<file path="config.mk">
export PLATFORM = sky130hd
export DESIGN_NAME = median_stream
export DESIGN_NICKNAME = d
export VERILOG_FILES = /design/src/rtl/median_stream.sv
export SDC_FILE = /design/constraint.sdc
export NUM_CORES = 2
export LEC_CHECK = 0
export ABC_CLOCK_PERIOD_IN_PS = 41300
export CORE_MARGIN = 2
export CORE_UTILIZATION = 33
export CTS_BUF_LIST = sky130_fd_sc_hd__clkbuf_8
export DETAILED_ROUTE_END_ITERATION = 10
export SLEW_MARGIN = 20
export SYNTH_ARGS = -nofsm -noshare
export SYNTH_HDL_FRONTEND = slang
export SYNTH_SLANG_ARGS = --single-unit
</file>
<file path="constraint.sdc">
create_clock -name clk -period 41.3 [get_ports clk]
set_clock_uncertainty 0.2 [all_clocks]
set_input_delay 10.325 -clock clk [delete_from_list [all_inputs] [get_ports clk]]
set_output_delay 10.325 -clock clk [all_outputs]
set_load 0.01 [all_outputs]
</file>
<file path="src/rtl/median_stream.sv">
// Streaming 3x3 median filter over PIXELS_PER_WORD-pixel row words with
// valid/ready handshakes, edge replication and an end-of-line flush word.
// Optional feature macro: MEDIAN_BYPASS_EN (adds a per-word bypass input).
module median_stream #(
   parameter int unsigned PIXEL_WIDTH     = 8,
   parameter int unsigned PIXELS_PER_WORD = 4,
   parameter int unsigned LINE_WORDS      = 160,
   parameter int unsigned ADDR_WIDTH      = 10
) (
   input  logic                                   clk,
   input  logic                                   rst,
   input  logic                                   in_valid,
   output logic                                   in_ready,
   input  logic [PIXEL_WIDTH*PIXELS_PER_WORD-1:0] row0,
   input  logic [PIXEL_WIDTH*PIXELS_PER_WORD-1:0] row1,
   input  logic [PIXEL_WIDTH*PIXELS_PER_WORD-1:0] row2,
`ifdef MEDIAN_BYPASS_EN
   input  logic                                   bypass,
`endif
   output logic                                   out_valid,
   input  logic                                   out_ready,
   output logic [PIXEL_WIDTH*PIXELS_PER_WORD-1:0] out_data,
   output logic [ADDR_WIDTH-1:0]                  out_addr,
   output logic                                   out_eol
);

   localparam int unsigned WORD_W = PIXEL_WIDTH * PIXELS_PER_WORD;
   localparam int unsigned COL_W  = (LINE_WORDS > 1) ? $clog2(LINE_WORDS) : 1;
   localparam int unsigned NCX    = 19;

   localparam logic [0:0] ST_RUN   = 1'b0;
   localparam logic [0:0] ST_FLUSH = 1'b1;

   // Exchange pairs of a 19-step median-of-9 network; min lands on the A index.
   localparam int unsigned CX_A [NCX] = '{1, 4, 7, 0, 3, 6, 1, 4, 7, 0, 5, 4, 3, 1, 2, 4, 4, 6, 4};
   localparam int unsigned CX_B [NCX] = '{2, 5, 8, 1, 4, 7, 2, 5, 8, 3, 8, 7, 6, 4, 5, 7, 2, 4, 2};

   typedef logic [PIXEL_WIDTH-1:0] pix_t;

   logic [0:0]        state;
   logic [0:0]        state_next;
   logic [COL_W-1:0]  col;
   logic [WORD_W-1:0] cur [3];
   pix_t              left [3];
   logic [WORD_W-1:0] in_word [3];
   pix_t              win [9];
   logic [WORD_W-1:0] med_word;
   logic [WORD_W-1:0] result_word;
   logic              out_free;
   logic              accept;
   logic              last_col;
   logic              flush_load;

   // Pixel i of a word; pixel 0 is the leftmost, held in the MSB slice.
   function automatic pix_t px(input logic [WORD_W-1:0] w, input int unsigned i);
      return w[(PIXELS_PER_WORD-1-i)*PIXEL_WIDTH +: PIXEL_WIDTH];
   endfunction

   // Compare-exchange network returning the 5th smallest of nine values.
   function automatic pix_t median9(input pix_t v_in [9]);
      pix_t v [9];
      pix_t t;
      v = v_in;
      for (int unsigned k = 0; k < NCX; k++) begin
         if (v[CX_A[k]] > v[CX_B[k]]) begin
            t          = v[CX_A[k]];
            v[CX_A[k]] = v[CX_B[k]];
            v[CX_B[k]] = t;
         end
      end
      return v[4];
   endfunction

   assign in_word[0] = row0;
   assign in_word[1] = row1;
   assign in_word[2] = row2;

   assign out_free   = !out_valid || out_ready;
   assign in_ready   = (state == ST_RUN) && out_free;
   assign accept     = in_valid && in_ready;
   assign last_col   = (col == COL_W'(LINE_WORDS - 1));
   assign flush_load = (state == ST_FLUSH) && out_free;

   // Median of every pixel of the current word; right neighbour of the last
   // pixel is the incoming word in RUN and the pixel itself in FLUSH.
   always_comb begin
      med_word = '0;
      win      = '{default: '0};
      for (int unsigned i = 0; i < PIXELS_PER_WORD; i++) begin
         for (int unsigned r = 0; r < 3; r++) begin
            win[r*3+0] = (i == 0) ? left[r] : px(cur[r], (i == 0) ? 0 : i - 1);
            win[r*3+1] = px(cur[r], i);
            if (i == PIXELS_PER_WORD - 1)
               win[r*3+2] = (state == ST_FLUSH) ? px(cur[r], i) : px(in_word[r], 0);
            else
               win[r*3+2] = px(cur[r], (i == PIXELS_PER_WORD - 1) ? i : i + 1);
         end
         med_word[(PIXELS_PER_WORD-1-i)*PIXEL_WIDTH +: PIXEL_WIDTH] = median9(win);
      end
   end

`ifdef MEDIAN_BYPASS_EN
   logic cur_bypass;

   // Bypass flag travels with the word held in the window.
   always_ff @(posedge clk) begin
      if (rst)
         cur_bypass <= 1'b0;
      else if (accept)
         cur_bypass <= bypass;
   end

   assign result_word = cur_bypass ? cur[1] : med_word;
`else
   assign result_word = med_word;
`endif

   // State register.
   always_ff @(posedge clk) begin
      if (rst)
         state <= ST_RUN;
      else
         state <= state_next;
   end

   // Next state: enter FLUSH after the last word of a line, leave once it loads.
   always_comb begin
      state_next = state;
      if (state == ST_RUN) begin
         if (accept && last_col)
            state_next = ST_FLUSH;
      end else begin
         if (flush_load)
            state_next = ST_RUN;
      end
   end

   // Window shift, column counter and one-deep output register.
   always_ff @(posedge clk) begin
      if (rst) begin
         col       <= '0;
         out_valid <= 1'b0;
         out_data  <= '0;
         out_addr  <= '0;
         out_eol   <= 1'b0;
         for (int unsigned r = 0; r < 3; r++) begin
            cur[r]  <= '0;
            left[r] <= '0;
         end
      end else begin
         if (out_valid && out_ready) begin
            out_valid <= 1'b0;
            out_addr  <= out_addr + 1'b1;
         end
         if (accept) begin
            for (int unsigned r = 0; r < 3; r++)
               cur[r] <= in_word[r];
            if (col == '0) begin
               for (int unsigned r = 0; r < 3; r++)
                  left[r] <= px(in_word[r], 0);
               col <= COL_W'(1);
            end else begin
               out_valid <= 1'b1;
               out_data  <= result_word;
               out_eol   <= 1'b0;
               for (int unsigned r = 0; r < 3; r++)
                  left[r] <= px(cur[r], PIXELS_PER_WORD - 1);
               col <= last_col ? '0 : col + 1'b1;
            end
         end
         if (flush_load) begin
            out_valid <= 1'b1;
            out_data  <= result_word;
            out_eol   <= 1'b1;
         end
      end
   end

endmodule

</file>
==> summary.md <==
| Metric | Value |
|---|---|
| Slew Limit Headroom | between 20% and 30% |
| Share of the clock period used by the worst path | 70.9% |
| Overall fraction of global-route tracks in use | 22.8% |
| Reg-to-reg startpoint | state |
| Number of cells produced by synthesis | between 4,000 and 5,000 |
| Half-perimeter wire length after placement | just under 100,000 um |
| Final sum of negative setup slack | 0 ns |
| Grt ovf | 0 |
| Starting density of the core | between 30% and 40% |
| Critical Path Fanout Max | 31 |
| Antenna Violating Nets Remaining | 0 |
| Gp weighted congestion | ~0.95 |
| Data required time at the worst endpoint | 41.69 ns |
| Number of clock sinks | between 150 and 200 |
| Iter 0 DRT Violations | approximately 2,300 |
| Final net count | just under 5,000 |
| Clock-pin slew of the registers on the worst-case setup and hold paths | roughly 0.16 ns |
| Minimum period implied by the final worst setup slack | ~29 ns |
| Startpoint type of the worst setup path | input port |
| Ys flop type | sky130_fd_sc_hd__edfxtp_1 |
| Vias in the first global route | about 30,000 |
| Synth-to-layout area growth | 10.2% |
| Final hold violation count | 0 |
| TritonCTS clock tree | yes |
| Detailed Routing Iterations Pass 1 | 8 |
| Worst path arrival time | roughly 30 ns |
| CP peak stage delay | between 0.8 and 0.9 ns |
| Vias per cell | 5.57 |
| Resized Gates After CTS | 0 |
| Total via count in the routed design | 30,800 |
| Clock tree root buffer cell | sky130_fd_sc_hd__clkbuf_8 |
| Synth async-reset ratio | 0% |
| Path type of the worst setup path | input port to register |
| Inserted Clock Buffers | 17 |
| Floorplan row count | around 120 |
| Number of H-tree levels | 4 |
| Post-synthesis instance area | ~0.033 sq mm |
| Max-cap check violation count | 0 |
| Classification of the worst-slack hold path | register to register |
| Hold bufs inserted after CTS | 0 |
| Clock tree buffer depth | 2 |
| Total setup violations reported at the end of the flow | 0 |
| Unrepaired setup endpoints after global routing | false |
| Actual slew at the worst max-slew pin | 1.09 ns |
| Post-synth EDFFs | 120 |
| Hold_sp | out_eol |
| Die Span X | between 300 and 400 um |
| Count of pins on the block boundary | approximately 150 |
| Leading post-synthesis cells by cell area | sky130_fd_sc_hd__ha_1 (23%), sky130_fd_sc_hd__edfxtp_1 (11%), sky130_fd_sc_hd__mux2i_1 (10%) |
| Number of buffers added on ports | around 140 |
| Setup slack on the worst flop-to-flop path | between 20 and 25 ns |
| Maximum achievable frequency | roughly 0.034 GHz |
| Share of synthesized area occupied by flip-flops and latches | between 10 and 15% |
| Result of the run | complete, no violations |
| Remaining design rule violation count | 0 |
| Most common cell on crit path | sky130_fd_sc_hd__a21oi_1 |
| Wire length of the first global-routing pass | between 150,000 and 200,000 um |
| Avg Synthesized Cell Area | around 7.8 sq um |
| Net count of the mapped netlist | just under 5,000 |
| Area of the core | 0.0981 sq mm |
| Yosys reg bits | 173 |
| Distinct cells, synth | between 80 and 90 |
| Layout cells sized above 1 | 6.27% |
| Yosys warning count | 0 |
| Die Outline Area | between 0.1 and 0.15 sq mm |
| Slowest stage cell, crit path | sky130_fd_sc_hd__a22oi_2 |
| Type of element capturing the critical path | register |
| Wire length per cell after detailed routing | around 21 um |
| Worst-skew pair later-pin latency | between 0.6 and 0.7 ns |
| Setup bufs post-CTS | 0 |
| Vertical die dimension | approximately 320 um |
| Crit path from | row1[25] |
| Post-synthesis cell type with the largest combined area | sky130_fd_sc_hd__ha_1 |
| Fraction of synthesized cell area taken by the top area cell type | roughly a quarter |
| Largest net degree at the start of global routing | 83 |
| Max-slew violation total from the final report | 0 |
| Initial antenna violation count | 2 |
| Final wirelength | 117,000 um |
==> state kept, by name (all words and copies together) (netlist names) <==
register   count
left          24
state          1
out_eol        1
cur           96
out_addr      10
out_data      32
out_valid      1
col            8
==> cells by family (layout without fill, tap and decap cells) <==
kind of cell | after synthesis | in the layout | synth area share [%]
other cells | 0 | 3 | 0
mux | 473 | 473 | 15.1
fa+ha+maj | 606 | 606 | 23.3
buf+inv | 549 | 610 | 6.36
flops | 173 | 173 | 14.3
xor+xnor | 15 | 15 | 0.404
simple gates | 1167 | 1167 | 17.6
compound gates | 1199 | 1199 | 22.9
==> final cells by class <==
class                           instances  area, sq um
Multi-Input combinational cell       3460        25900
Fill cell                           10300        62300
Timing Repair Buffer                  183         1730
Tap cell                             1287         1610
Clock buffer                           17          234
Antenna cell                            3         7.51
Clock inverter                         15          201
Sequential cell                       173         4670
Inverter                              395         1490
==> metrics by stage <==
| step | util [%] | setup slack [ns] | hold slack, ns | instances | area, sq um |
|---|---|---|---|---|---|
| 6_report | 36.5 | 12.03 | 0.276 | 5533 | 35900 |
| 5_1_grt | 36.5 | 10.22 | 0.308 | 5533 | 35900 |
| 4_1_cts | 36.5 | 12.27 | 0.282 | 5529 | 35800 |
| 3_5_place_dp | 36.1 | 11.60 | 0.266 | 5497 | 35400 |
| 3_3_place_gp | 36.1 | 11.84 | 0.269 | 5497 | 35400 |
| 2_1_floorplan | - | 14.09 | 0.272 | 4182 | 32500 |
==> synthesized netlist by cell type, types with 10 or more instances <==
cell type,number
sky130_fd_sc_hd__a211o_1,24
sky130_fd_sc_hd__a211oi_1,23
sky130_fd_sc_hd__a21o_1,139
sky130_fd_sc_hd__a21oi_1,336
sky130_fd_sc_hd__a22o_1,28
sky130_fd_sc_hd__a22oi_1,11
sky130_fd_sc_hd__a31oi_1,11
sky130_fd_sc_hd__and2_1,111
sky130_fd_sc_hd__and3_1,39
sky130_fd_sc_hd__buf_1,21
sky130_fd_sc_hd__clkbuf_1,131
sky130_fd_sc_hd__dfxtp_1,53
sky130_fd_sc_hd__edfxtp_1,120
sky130_fd_sc_hd__ha_1,606
sky130_fd_sc_hd__inv_1,388
sky130_fd_sc_hd__mux2_2,135
sky130_fd_sc_hd__mux2i_1,336
sky130_fd_sc_hd__nand2_1,265
sky130_fd_sc_hd__nand2b_1,60
sky130_fd_sc_hd__nand3_1,125
sky130_fd_sc_hd__nand3b_1,16
sky130_fd_sc_hd__nand4_1,53
sky130_fd_sc_hd__nor2_1,330
sky130_fd_sc_hd__nor2b_1,77
sky130_fd_sc_hd__nor3_1,24
sky130_fd_sc_hd__nor3b_1,29
sky130_fd_sc_hd__o211ai_1,19
sky130_fd_sc_hd__o21a_1,114
sky130_fd_sc_hd__o21ai_0,336
sky130_fd_sc_hd__o21ai_1,30
sky130_fd_sc_hd__o221ai_1,11
sky130_fd_sc_hd__o22a_1,31
sky130_fd_sc_hd__o22ai_1,10
sky130_fd_sc_hd__o31ai_1,12
sky130_fd_sc_hd__or2_2,15
sky130_fd_sc_hd__xor2_1,10
==> placed cells by master (no fill, tap or decap), types with 39 or more instances in the layout <==
cell,n
sky130_fd_sc_hd__and3_1,39
sky130_fd_sc_hd__inv_1,387
sky130_fd_sc_hd__nand3_1,125
sky130_fd_sc_hd__a21oi_1,334
sky130_fd_sc_hd__o21ai_0,332
sky130_fd_sc_hd__nand4_1,53
sky130_fd_sc_hd__nor2_1,327
sky130_fd_sc_hd__mux2_2,135
sky130_fd_sc_hd__o21a_1,114
sky130_fd_sc_hd__and2_1,111
sky130_fd_sc_hd__nand2b_1,60
sky130_fd_sc_hd__buf_4,39
sky130_fd_sc_hd__clkdlybuf4s50_1,143
sky130_fd_sc_hd__ha_1,606
sky130_fd_sc_hd__edfxtp_1,120
sky130_fd_sc_hd__nand2_1,265
sky130_fd_sc_hd__a21o_1,139
sky130_fd_sc_hd__mux2i_1,336
sky130_fd_sc_hd__nor2b_1,77
sky130_fd_sc_hd__dfxtp_1,52
==> critical path: cells and delay by family <==
family                   cells  cell delay (ns)
AO/OA/AOI/OAI               45             9.95
multiplexers                 4             1.46
adder cells (fa/ha/maj)      9             2.42
buffers and inverters       11             1.90
AND/OR/NAND/NOR             20             3.60
==> layer usage <==
layer,up-vias,GRT usage (%),routed length [um]
met5,-,0,0
met4,0,12.0,6310
met3,236,3.13,6620
met2,972,38.4,54700
met1,14300,28.3,49800
li1,15300,-,-
==> path summary, 6_finish.rpt <==
path / endpoint / cells past startpoint
worst min-delay path: out_eol / 2
worst min register to register: out_eol / 2
worst max register to register: out_data[0] / 88
worst max-delay path: out_data[0] / 89
Power is not shown: default switching activity piles up to over one toggle a cycle in this logic, so the estimate is an artifact.
